--- src/rtl/sd_otf_converter.sv ---
// Radix-2 signed-digit to two's-complement on-the-fly converter.
// It takes one digit per accepted cycle, most-significant digit first. Q and QM = Q-1 replace a carry-propagate adder.
module sd_otf_converter #(
    parameter int unrolling = 64
) (
    input  logic                 clk,
    input  logic                 asyn_reset,
    input  logic                 enable,
    input  logic                 start,
    input  logic                 digit_valid,
    input  logic [1:0]           digit_in,
    output logic [unrolling:0]   q_out,
    output logic                 done,
    output logic                 busy,
    output logic                 err
);

    localparam int CNT_W = $clog2(unrolling + 1);
    localparam int W     = unrolling + 1;
    localparam logic [CNT_W-1:0] LAST_CNT = CNT_W'(unrolling - 1);

    typedef enum logic [1:0] {
        S_IDLE = 2'b00,
        S_CONV = 2'b01,
        S_DONE = 2'b10
    } state_t;

    state_t             r_state;
    logic [W-1:0]       r_q;
    logic [W-1:0]       r_qm;
    logic [CNT_W-1:0]   r_cnt;
    logic               r_err;
    logic [W-1:0]       r_q_out;

    state_t             w_state_nxt;
    logic [W-1:0]       w_q_nxt;
    logic [W-1:0]       w_qm_nxt;
    logic [CNT_W-1:0]   w_cnt_nxt;
    logic               w_err_nxt;
    logic               w_load_out;
    logic [W-1:0]       w_q_dig;
    logic [W-1:0]       w_qm_dig;
    logic               w_bad_dig;

    // Digit append: each digit picks either Q or QM as the prefix, so no carry chain is needed.
    always_comb begin
        w_q_dig   = {r_q[W-2:0], 1'b0};
        w_qm_dig  = {r_qm[W-2:0], 1'b1};
        w_bad_dig = 1'b0;
        case (digit_in)
            2'b10: begin
                w_q_dig  = {r_q[W-2:0], 1'b1};
                w_qm_dig = {r_q[W-2:0], 1'b0};
            end
            2'b01: begin
                w_q_dig  = {r_qm[W-2:0], 1'b1};
                w_qm_dig = {r_qm[W-2:0], 1'b0};
            end
            2'b00: begin
                w_q_dig  = {r_q[W-2:0], 1'b0};
                w_qm_dig = {r_qm[W-2:0], 1'b1};
            end
            default: begin
                w_q_dig   = {r_q[W-2:0], 1'b0};
                w_qm_dig  = {r_qm[W-2:0], 1'b1};
                w_bad_dig = 1'b1;
            end
        endcase
    end

    // Next-state and datapath update selection.
    always_comb begin
        w_state_nxt = r_state;
        w_q_nxt     = r_q;
        w_qm_nxt    = r_qm;
        w_cnt_nxt   = r_cnt;
        w_err_nxt   = r_err;
        w_load_out  = 1'b0;
        case (r_state)
            S_IDLE: begin
                if (start) begin
                    w_state_nxt = S_CONV;
                    w_q_nxt     = {W{1'b0}};
                    w_qm_nxt    = {W{1'b1}};
                    w_cnt_nxt   = {CNT_W{1'b0}};
                    w_err_nxt   = 1'b0;
                end else begin
                    w_state_nxt = S_IDLE;
                end
            end
            S_CONV: begin
                if (start) begin
                    w_state_nxt = S_CONV;
                    w_q_nxt     = {W{1'b0}};
                    w_qm_nxt    = {W{1'b1}};
                    w_cnt_nxt   = {CNT_W{1'b0}};
                    w_err_nxt   = 1'b0;
                end else if (digit_valid) begin
                    w_q_nxt   = w_q_dig;
                    w_qm_nxt  = w_qm_dig;
                    w_cnt_nxt = r_cnt + CNT_W'(1);
                    w_err_nxt = r_err | w_bad_dig;
                    if (r_cnt == LAST_CNT) begin
                        w_state_nxt = S_DONE;
                        w_load_out  = 1'b1;
                    end else begin
                        w_state_nxt = S_CONV;
                    end
                end else begin
                    w_state_nxt = S_CONV;
                end
            end
            S_DONE: begin
                if (start) begin
                    w_state_nxt = S_CONV;
                    w_q_nxt     = {W{1'b0}};
                    w_qm_nxt    = {W{1'b1}};
                    w_cnt_nxt   = {CNT_W{1'b0}};
                    w_err_nxt   = 1'b0;
                end else begin
                    w_state_nxt = S_IDLE;
                end
            end
            default: begin
                w_state_nxt = S_IDLE;
            end
        endcase
    end

    // State register; a low enable freezes the controller.
    always_ff @(posedge clk or posedge asyn_reset) begin
        if (asyn_reset) begin
            r_state <= S_IDLE;
        end else if (enable) begin
            r_state <= w_state_nxt;
        end
    end

    // Conversion registers and the result, which loads only on the final digit.
    always_ff @(posedge clk or posedge asyn_reset) begin
        if (asyn_reset) begin
            r_q     <= {W{1'b0}};
            r_qm    <= {W{1'b1}};
            r_cnt   <= {CNT_W{1'b0}};
            r_err   <= 1'b0;
            r_q_out <= {W{1'b0}};
        end else if (enable) begin
            r_q   <= w_q_nxt;
            r_qm  <= w_qm_nxt;
            r_cnt <= w_cnt_nxt;
            r_err <= w_err_nxt;
            if (w_load_out) begin
                r_q_out <= w_q_nxt;
            end
        end
    end

    // done is gated by enable, so a stalled DONE cycle shows no pulse.
    assign done  = (r_state == S_DONE) && enable;
    assign busy  = (r_state == S_CONV);
    assign err   = r_err;
    assign q_out = r_q_out;

endmodule

--- config.mk ---
export PLATFORM = sky130hd
export DESIGN_NAME = sd_otf_converter
export DESIGN_NICKNAME = d
export VERILOG_FILES = /design/src/rtl/sd_otf_converter.sv
export SDC_FILE = /design/constraint.sdc
export NUM_CORES = 1
export LEC_CHECK = 0
export ABC_AREA = 1
export BUFFER_PORTS_ARGS = -buffer_cell sky130_fd_sc_hd__buf_2
export CAP_MARGIN = 20
export CORE_MARGIN = 5
export CORE_UTILIZATION = 34
export CTS_CLUSTER_DIAMETER = 200
export DETAILED_ROUTE_END_ITERATION = 10
export PLACE_DENSITY_LB_ADDON = 0.05
export SYNTH_ARGS = -nofsm -noshare
export SYNTH_HDL_FRONTEND = slang
export SYNTH_SLANG_ARGS = --single-unit
--- constraint.sdc ---
create_clock -name clk -period 6.8 [get_ports clk]
set_input_delay 0.68 -clock clk [delete_from_list [all_inputs] [get_ports clk]]
set_output_delay 0.68 -clock clk [all_outputs]
set_load 0.05 [all_outputs]
==> results by group <==
Run status
  – Status: finished clean

Finish
  – Layout cell share with drive strength beyond 1: 0.150
  – # diodes: 0
  – Nets: 1499
  – Area growth syn-to-layout: 14.2%
  – Fin util: 0.393

Worst setup path
  – Crit end category: primary output
  – Kind of critical path: in2out
  – Buf/Inv on CP: 4
  – Worst Path Required: 6.12 ns
  – R2R Setup Slk: 3.80 ns
  – Max stage delay on crit path: 0.72 ns
  – Worst path cell trace: buf_2 -> inv_2 -> buf_4 -> nor3_1 -> buf_2
  – R2r startpoint: r_state[0]
  – Cell repeated most along the worst path: buf_2
  – Critical path's slowest cell: buf_2
  – Critical path peak fanout: 59
  – Family with the most delay on the worst path: buffers and inverters
  – Reg-to-Reg End: q_out[54]
  – Crit path launch type: primary input
  – Arr. time, crit path: 2.52 ns
  – R2R cell count: 8

Yosys
  – Yosys top cell area share: 0.334
  – Asr flop ratio synth: 1.00
  – #FFs+latches synth: 204
  – Yosys warnings: 0
  – Syn_area_per_cell: 7.23 um^2
  – Yosys top cell by area: dfrtp_1
  – Cell count after synthesis: 1452
  – Count leader, synth: nand2_1
  – Synth area leaders: dfrtp_1, nand2_1, dfstp_2, inv_1, a21oi_1
  – Post-Syn Area: 10500 um^2
  – Synth Net Count: 1463
  – Post-synth cell types: 27
  – Register area share after synthesis: 0.494
  – Ys flop type: dfrtp_1
  – Post-synth EDFFs: 0
  – Synth top cells by count: nand2_1, dfrtp_1, inv_1

Die
  – Initial core utilization: 0.344
  – Total core area: 30500 um^2
  – Num rows: 64
  – Chip width: 186 um
  – Die height: 186 um
  – Die area: 34500 um^2
  – I/O pin cnt: 75

STA
  – Clock Skew: 0.0145 ns
  – Fin. max-slew vios: 0
  – RSZ-0062 raised after global routing: no
  – Final Hold Vio Count: 0
  – Post-Route Hold Slack: 0.235 ns
  – Final clock period utilization by the worst path: 0.471
  – Fin crit period: 3.20 ns
  – FMAX: 312 MHz
  – Fin Setup TNS: 0 ns
  – Final setup viols: 0
  – Actual slew at the worst max-slew pin: 1.01 ns
  – Slew headroom: 0.325

Clock tree
  – Hold_buf cts: 0
  – Worst-case clock buffer depth: 3
  – Worst-path clk slew: 0.05 ns
  – H-tree depth: 1
  – Postcts setup bufs: 0
  – Skew-Pair Late Insertion Delay: 0.54 ns
  – CTS Buf Count: 27
  – Clock root buffer master: clkbuf_16
  – Post-cts resize count: 0
  – TritonCTS clock tree: built
  – CTS sink count: 204

Detailed routing
  – Final wirelength: 29700 um
  – Iter 0 DRT Violations: 562
  – Vias per inst: 4.72
  – Vias post-DR: 8995
  – DRT Pass-1 Iters: 5
  – Routed len/inst: 15.6 um
  – # DRC: 0
  – Post-DRT Antenna Nets: 0

Placement
  – Final HPWL DP: 16800 um
  – I/O Buffers: 74
  – RePlAce Congestion: 0.769

GRT
  – Initial antenna violation count: 0
  – Grt ovf: 0
  – GR Util All Layers: 0.177
  – First-pass GRT wire length: 49800 um
  – Pin count of the biggest net entering global routing: 109
  – Vias in the first global route: 9184

Min path
  – Hold WC Path Type: in2async

Power and ir drop
  – Overall power: 0.00319 W
  – Power density over the cells: 266 nW/um^2
  – Maximum VDD drop: 0.166 mV
  – Leakage power of the design: 6.94 nW

Flow run
  – Total of max-cap violations: 0
per-stage QoR:
step                      instances  setup slack, ns  area (um^2)
after floorplan                1452            0.658        10500
after global placement         1854             3.17        11100
after detailed placement       1854             3.05        11100
after CTS                      1904             3.57        12000
after global routing           1905             3.42        12000
final                          1905             3.60        12000
how the worst max path moves through the flow:
| stage | from | end | slack [ns] | depth (start not counted) |
|---|---|---|---|---|
| floorplan | asyn_reset | err | 0.66 | 1 |
| global placement | enable | q_out[55] | 3.17 | 7 |
| detailed placement | enable | q_out[52] | 3.05 | 7 |
| CTS | enable | done | 3.57 | 5 |
| global route | enable | q_out[54] | 3.42 | 7 |
| finish | enable | done | 3.60 | 5 |
worst register-to-register path, delay by kind of cell (launching register included):
kind | cells | cell delay [ns]
AND/OR/NAND/NOR | 5 | 1.55
buffers and inverters | 3 | 0.70
flip-flops | 1 | 0.63
report_power, final:
part           switching (W)  internal, W  total (W)
Sequential         0.0000571      0.00131    0.00137
Combinational       0.000278     0.000109   0.000387
Clock               0.000558     0.000871    0.00143
Total               0.000894      0.00229    0.00319
state kept, by name (all words and copies together) (netlist names):
name     count
r_qm        64
r_cnt        7
q_out       65
err          1
r_q         65
r_state      2
layer usage:
metal | up-vias | global-route usage | part of all wire
met3 | 28 | 0.0256 | 0.041
met4 | 0 | 0.0347 | 0.015
met5 | - | 0 | 0
li1 | 4546 | - | -
met1 | 4265 | 0.251 | 0.49
met2 | 156 | 0.291 | 0.45
cell families (layout without fill, tap and decap cells):
logic type,Yosys count,count (layout),synth area share
AND/OR/NAND/NOR,832,832,0.308
buffers and inverters,224,281,0.0910
adder cells (fa/ha/maj),4,4,0.00477
AO/OA/AOI/OAI,188,188,0.102
flip-flops,204,204,0.494
area by class of cell:
cell class	instances	area [um^2]
Clock buffer	38	777
Clock inverter	12	123
Fill cell	3222	18500
Inverter	143	544
Multi-Input combinational cell	1024	4380
Sequential cell	204	5180
Tap cell	396	495
Timing Repair Buffer	88	479
layout by cell type, fill, tap and decap left out, drive strengths merged:
| master | count |
|---|---|
| nand4 | 6 |
| o21ai | 62 |
| inv | 145 |
| nor3 | 1 |
| nand2 | 768 |
| clkbuf | 38 |
| nor2 | 31 |
| dfrtp | 140 |
| or2 | 1 |
| o22ai | 2 |
| ha | 4 |
| a21oi | 72 |
| buf | 88 |
| clkinv | 6 |
| o211ai | 6 |
| dfstp | 64 |
| bufinv | 2 |
| a22oi | 46 |
| clkinvlp | 2 |
| nand3 | 25 |
Power figures use the tool's default switching activity.
